$ cat src/rtl/bmu_cnt_pipe_if.sv
// Upstream/downstream handshake bundle for the bit-count pipeline.
interface bmu_cnt_pipe_if #(
    parameter int WIDTH = 32
) ();
    logic                     in_valid;
    logic                     in_ready;
    logic [WIDTH-1:0]         in_a;
    logic [1:0]               in_op;
    logic                     in_w;
    logic                     out_valid;
    logic                     out_ready;
    logic [$clog2(WIDTH):0]   out_cnt;

    modport master (
        output in_valid, in_a, in_op, in_w, out_ready,
        input  in_ready, out_valid, out_cnt
    );

    modport slave (
        input  in_valid, in_a, in_op, in_w, out_ready,
        output in_ready, out_valid, out_cnt
    );
endinterface

$ cat src/rtl/bmu_cnt_pipe.sv
// Two-stage cpop/ctz/clz unit: S1 holds the operand, S2 holds the registered count.
// Every op reduces to a popcount of a mask, so zero operands need no special case.
module bmu_cnt_pipe #(
    parameter int WIDTH = 32
) (
    input  logic          clk,
    input  logic          reset_n,
    input  logic          flush,
    bmu_cnt_pipe_if.slave bus
);
    localparam int CW = $clog2(WIDTH) + 1;

    typedef enum logic [1:0] {
        OP_CPOP = 2'b00,
        OP_CTZ  = 2'b01,
        OP_CLZ  = 2'b10,
        OP_RSVD = 2'b11
    } op_e;

    logic             s1_valid_q, s1_valid_d;
    logic             s2_valid_q, s2_valid_d;
    logic [WIDTH-1:0] a_q, a_d;
    op_e              op_q, op_d;
    logic             w_q, w_d;
    logic [CW-1:0]    cnt_q, cnt_d;

    logic             s1_adv, s2_adv, accept, word;
    logic [WIDTH-1:0] x, rev_full, rev, m_raw, m;
    logic [31:0]      rev32;
    logic [CW-1:0]    pop;

    assign s2_adv       = !s2_valid_q || bus.out_ready;
    assign s1_adv       = s1_valid_q && s2_adv;
    assign bus.in_ready = !s1_valid_q || s2_adv;
    assign accept       = bus.in_valid && bus.in_ready && !flush;

    // Word ops only exist on the 64-bit build; the low word is zero-extended.
    assign word = w_q && (WIDTH == 64);
    assign x    = word ? WIDTH'(a_q[31:0]) : a_q;

    for (genvar i = 0; i < WIDTH; i++) begin : g_rev_full
        assign rev_full[i] = x[WIDTH-1-i];
    end
    for (genvar i = 0; i < 32; i++) begin : g_rev32
        assign rev32[i] = x[31-i];
    end
    assign rev = word ? WIDTH'(rev32) : rev_full;

    function automatic logic [WIDTH-1:0] below_lsb(input logic [WIDTH-1:0] v);
        return ~v & (v - WIDTH'(1));
    endfunction

    always_comb begin
        m_raw = '0;
        case (op_q)
            OP_CPOP: m_raw = x;
            OP_CTZ:  m_raw = below_lsb(x);
            OP_CLZ:  m_raw = below_lsb(rev);
            default: m_raw = '0;
        endcase
    end

    // A zero word operand makes the mask all ones; clip it back to 32 bits.
    assign m = word ? (m_raw & WIDTH'(64'h0000_0000_FFFF_FFFF)) : m_raw;

    always_comb begin
        pop = '0;
        for (int i = 0; i < WIDTH; i++) pop = pop + CW'(m[i]);
    end

    always_comb begin
        s1_valid_d = s1_valid_q;
        s2_valid_d = s2_valid_q;
        a_d        = a_q;
        op_d       = op_q;
        w_d        = w_q;
        cnt_d      = cnt_q;
        if (s2_adv) begin
            s2_valid_d = s1_valid_q;
            if (s1_valid_q) cnt_d = pop;
        end
        if (s1_adv) s1_valid_d = 1'b0;
        if (accept) begin
            s1_valid_d = 1'b1;
            a_d        = bus.in_a;
            op_d       = op_e'(bus.in_op);
            w_d        = bus.in_w;
        end
        // Flush only kills the valid bits; data registers keep stale contents.
        if (flush) begin
            s1_valid_d = 1'b0;
            s2_valid_d = 1'b0;
        end
    end

    always_ff @(posedge clk or negedge reset_n) begin
        if (!reset_n) begin
            s1_valid_q <= 1'b0;
            s2_valid_q <= 1'b0;
            a_q        <= '0;
            op_q       <= OP_CPOP;
            w_q        <= 1'b0;
            cnt_q      <= '0;
        end else begin
            s1_valid_q <= s1_valid_d;
            s2_valid_q <= s2_valid_d;
            a_q        <= a_d;
            op_q       <= op_d;
            w_q        <= w_d;
            cnt_q      <= cnt_d;
        end
    end

    assign bus.out_valid = s2_valid_q;
    assign bus.out_cnt   = s2_valid_q ? cnt_q : '0;
endmodule

$ cat src/flat_wrapper.sv
// flat-port wrapper written by rule: the top's interface ports become plain ports
module bmu_cnt_pipe_flat 
#(
    parameter int WIDTH = 32
)
  (clk, reset_n, flush, bus_in_valid, bus_in_a, bus_in_op, bus_in_w, bus_out_ready, bus_in_ready, bus_out_valid, bus_out_cnt);
  bmu_cnt_pipe_if #(.WIDTH(WIDTH)) bus_i ();
  input  logic clk;
  input  logic reset_n;
  input  logic flush;
  input wire logic [$bits(bus_i.in_valid)-1:0] bus_in_valid;
  input wire logic [$bits(bus_i.in_a)-1:0] bus_in_a;
  input wire logic [$bits(bus_i.in_op)-1:0] bus_in_op;
  input wire logic [$bits(bus_i.in_w)-1:0] bus_in_w;
  input wire logic [$bits(bus_i.out_ready)-1:0] bus_out_ready;
  output wire logic [$bits(bus_i.in_ready)-1:0] bus_in_ready;
  output wire logic [$bits(bus_i.out_valid)-1:0] bus_out_valid;
  output wire logic [$bits(bus_i.out_cnt)-1:0] bus_out_cnt;
  assign bus_i.in_valid = bus_in_valid;
  assign bus_i.in_a = bus_in_a;
  assign bus_i.in_op = bus_in_op;
  assign bus_i.in_w = bus_in_w;
  assign bus_i.out_ready = bus_out_ready;
  assign bus_in_ready = bus_i.in_ready;
  assign bus_out_valid = bus_i.out_valid;
  assign bus_out_cnt = bus_i.out_cnt;
  bmu_cnt_pipe #(.WIDTH(WIDTH)) u_core (.clk(clk), .reset_n(reset_n), .flush(flush), .bus(bus_i));
endmodule
$ cat config.mk
export PLATFORM = sky130hd
export DESIGN_NAME = bmu_cnt_pipe_flat
export DESIGN_NICKNAME = d
export VERILOG_FILES = /design/src/rtl/bmu_cnt_pipe_if.sv /design/src/rtl/bmu_cnt_pipe.sv /design/src/flat_wrapper.sv
export SDC_FILE = /design/constraint.sdc
export NUM_CORES = 1
export LEC_CHECK = 0
export CORE_MARGIN = 2
export CORE_UTILIZATION = 40
export DETAILED_ROUTE_END_ITERATION = 8
export PLACE_DENSITY_LB_ADDON = 0.12
export SLEW_MARGIN = 40
export SYNTH_ARGS = -nofsm -noshare
export SYNTH_HDL_FRONTEND = slang
export SYNTH_SLANG_ARGS = --single-unit
$ cat constraint.sdc
create_clock -name clk -period 7.7 [get_ports clk]
set_input_delay 1.54 -clock clk [delete_from_list [all_inputs] [get_ports clk]]
set_output_delay 1.54 -clock clk [all_outputs]
set_load 0.03 [all_outputs]
==> reports/qor.txt <==
first-pass GRT wire length: 13,600 um
Lkg Pwr: 1.59 nW
Die Y: 94.7 um
delay-heaviest family, CP: adder cells
Max Slew Vio Count: 0
Synth Instances: 337
Finish-stage setup viols: 0
Avg WL per Cell: 17.1 um
Max-slew headroom: 0.575
fmax: 0.147 GHz
worst hold path type: register to register
crit path from: u_core.a_q[27]
CTS Buf Count: 5
Post-CTS Setup Bufs: 0
crit path kind: register to register
htree depth: 2
Crit. End Element: register
Cell Area, Placed: 3870 um2
largest net degree at the start of global routing: 43
layout cells sized above 1: 0.148
Die X: 94.7 um
Iter 0 DRT Violations: 207
vias in the first global route: 2,590
RSZ-0062 raised after global routing: no
crit path launch type: register
GRT Util Overall: 0.197
Seq/Total Area, Yosys: 0.320
yosys warns: 0
routability cong.: 0.936
worst path bufs/invs: 5
Sink Count: 42
syn_nets: 409
worst path cell trace: or4_1 -> or3_4 -> or2_4 -> nor2_1 -> a211oi_1 -> fa_1 -> inv_1 -> fa_1 -> inv_1 -> fa_1 -> fa_1 -> fa_1 -> inv_1 -> fa_1 -> inv_1 -> fa_1 -> inv_1 -> fa_1 -> a21o_1 -> a21oi_1 -> xnor2_1 -> o21ai_0
# diodes: 0
CP max-delay cell: or4_1
clk slew on worst S/H paths: 0.09 ns
Cell Area, Synth: 3290 um2
HP Start: u_core.cnt_q[0]
Critical Path AT: 6.96 ns
EDFF count, synth: 0
Min Clock Period, post-route: 6.78 ns
outcome: finished clean
initial antenna violation count: 0
Peak supply drop: 221 uV
hold_ws: 0.483 ns
PortBufs: 46
finished layout cell area: 3960 um2
Synth cell types: 53
die area: 8970 um2
post-CTS sizing: 0
FF-to-FF Start: u_core.a_q[27]
GRT overflow: 0
post-DP HPWL: 6550 um
Power Dens Cells: 315 nW/um2
Layout area overhead: 20.3%
Max Cap Viol: 0
FILL cells: 800
Final period util: 0.881
Async SR Flop Fraction: 1.00
Seq cells post-synth: 42
Synth Area per Inst: 9.76 um2
required time of the critical path: 7.87 ns
Placeable Area: 8090 um2
hold buffers post-CTS: 0
clk_lat worst skew: 0.30 ns
Max Fanout on Critical Path: 7
slew of the pin with the lowest slew margin: 0.633 ns
Root Buffer: clkbuf_8
setup TNS: 0 ns
CTS tree: yes
final net count: 455
First-pass DRT Iterations: 5
initial core utilization: 0.406
Main synth FF type: dfrtp_1
clock skew: 0.0119 ns
CTS max path bufs: 2
Vias/cell: 5.68
final hold violations: 0
Critical Path Most Common Cell: fa_1
drt drc: 0
antenna viol nets, final: 0
FP Rows: 33
boundary pin count: 48
final WL: 8380 um
vias post-DR: 2,779
worst stage delay on the critical path: 0.67 ns
## area by class of cell
type                    count  area (um2)  area share
well taps                 105         131      0.0332
clock buffers               7        86.3      0.0218
flip-flops and latches     42        1050       0.266
repair buffers             52         503       0.127
inverters                  36         135      0.0341
clock inverters             1        5.00     0.00126
multi-input cells         246        2050       0.517
## layout by cell type, fill, tap and decap left out, types with 2 or more instances in the layout
master / n
nor3_1: 18
fa_1: 24
a22oi_1: 4
and2_1: 6
buf_4: 7
a21o_1: 3
nor4_1: 9
dfrtp_1: 42
nand2_1: 23
nand4_1: 5
clkbuf_8: 6
o31ai_1: 2
xnor2_1: 3
o32ai_1: 2
or4_1: 3
inv_1: 36
o22ai_1: 3
nand3_1: 6
or3_1: 7
a211oi_1: 9
ha_1: 8
nor2_1: 28
o21ai_0: 10
mux2_2: 35
clkdlybuf4s50_1: 45
a21oi_1: 9
a221oi_1: 4
## where the power goes
part | internal (mW) | total [mW] | leakage [nW] | switching [mW]
registers | 0.262 | 0.321 | 0.503 | 0.0586
logic | 0.364 | 0.774 | 1.04 | 0.410
clock network | 0.0725 | 0.151 | 0.0482 | 0.0783
total | 0.699 | 1.25 | 1.59 | 0.547
## worst reg2reg max path, stage by stage (launching register included)
cell and delay, ns:
dfrtp_1 0.48, or4_1 0.67, or3_4 0.41, or2_4 0.29, nor2_1 0.22, a211oi_1 0.12, fa_1 0.52, inv_1 0.05
fa_1 0.50, inv_1 0.05, fa_1 0.46, fa_1 0.52, fa_1 0.55, inv_1 0.05, fa_1 0.46, inv_1 0.09
fa_1 0.16, inv_1 0.06, fa_1 0.40, a21o_1 0.20, a21oi_1 0.18, xnor2_1 0.13, o21ai_0 0.09
## layer usage
metal	track usage	share of wire
met2	0.306	0.46
met5	0	0
met1	0.288	0.46
met3	0.0359	0.068
met4	0.0447	0.017
## flip-flops by register name, indices dropped and copies added, names as in the netlist
register	cells
u_core.bus.out_valid	1
u_core.op_q	2
u_core.s1_valid_q	1
u_core.a_q	32
u_core.cnt_q	6
## metrics by stage
stage          setup slack (ns)  std cells  total power, mW  utilization
2_1_floorplan              1.30        337            0.924            -
3_3_place_gp              0.988        481             1.10        0.477
3_5_place_dp              0.920        481             1.12        0.478
4_1_cts                   0.910        489             1.27        0.489
5_1_grt                   0.538        489             1.40        0.489
6_report                  0.915        489             1.25        0.489
## logic make-up after synthesis
| family | count (synthesis) | synth area share |
|---|---|---|
| xor+xnor | 3 | 0.00799 |
| compound gates | 57 | 0.127 |
| buf+inv | 49 | 0.0586 |
| mux | 36 | 0.123 |
| fa+ha+maj | 32 | 0.176 |
| flops | 42 | 0.320 |
| simple gates | 118 | 0.188 |
## synth_stat cells, drive strengths merged, types with 3 or more instances
library cell,number,share of area
buf,3,0.0061
a22oi,4,0.0091
nand2,23,0.026
or4,4,0.010
o21ai,10,0.015
or3,8,0.017
xnor2,3,0.0080
nor3,19,0.030
inv,36,0.041
fa,24,0.15
nor2,28,0.032
dfrtp,42,0.32
a221oi,4,0.011
nand4,5,0.0095
nand3,6,0.0091
o22ai,3,0.0057
ha,8,0.030
a21o,3,0.0068
a21oi,9,0.014
and2,6,0.011
nor4,9,0.017
a211oi,9,0.021
mux2,35,0.12
clkbuf,10,0.011
## worst paths after layout
check | end | slack, ns | depth (start not counted)
min in group asynchronous | u_core.a_q[2] | 1.21 | 1
max in group asynchronous | u_core.a_q[13] | 6.10 | 1
worst min-delay path | u_core.cnt_q[0] | 0.48 | 2
worst max-delay path | u_core.cnt_q[4] | 0.92 | 22
worst min register to register | u_core.cnt_q[0] | 0.48 | 2
worst max register to register | u_core.cnt_q[4] | 0.92 | 22
Power figures use the tool's default switching activity.
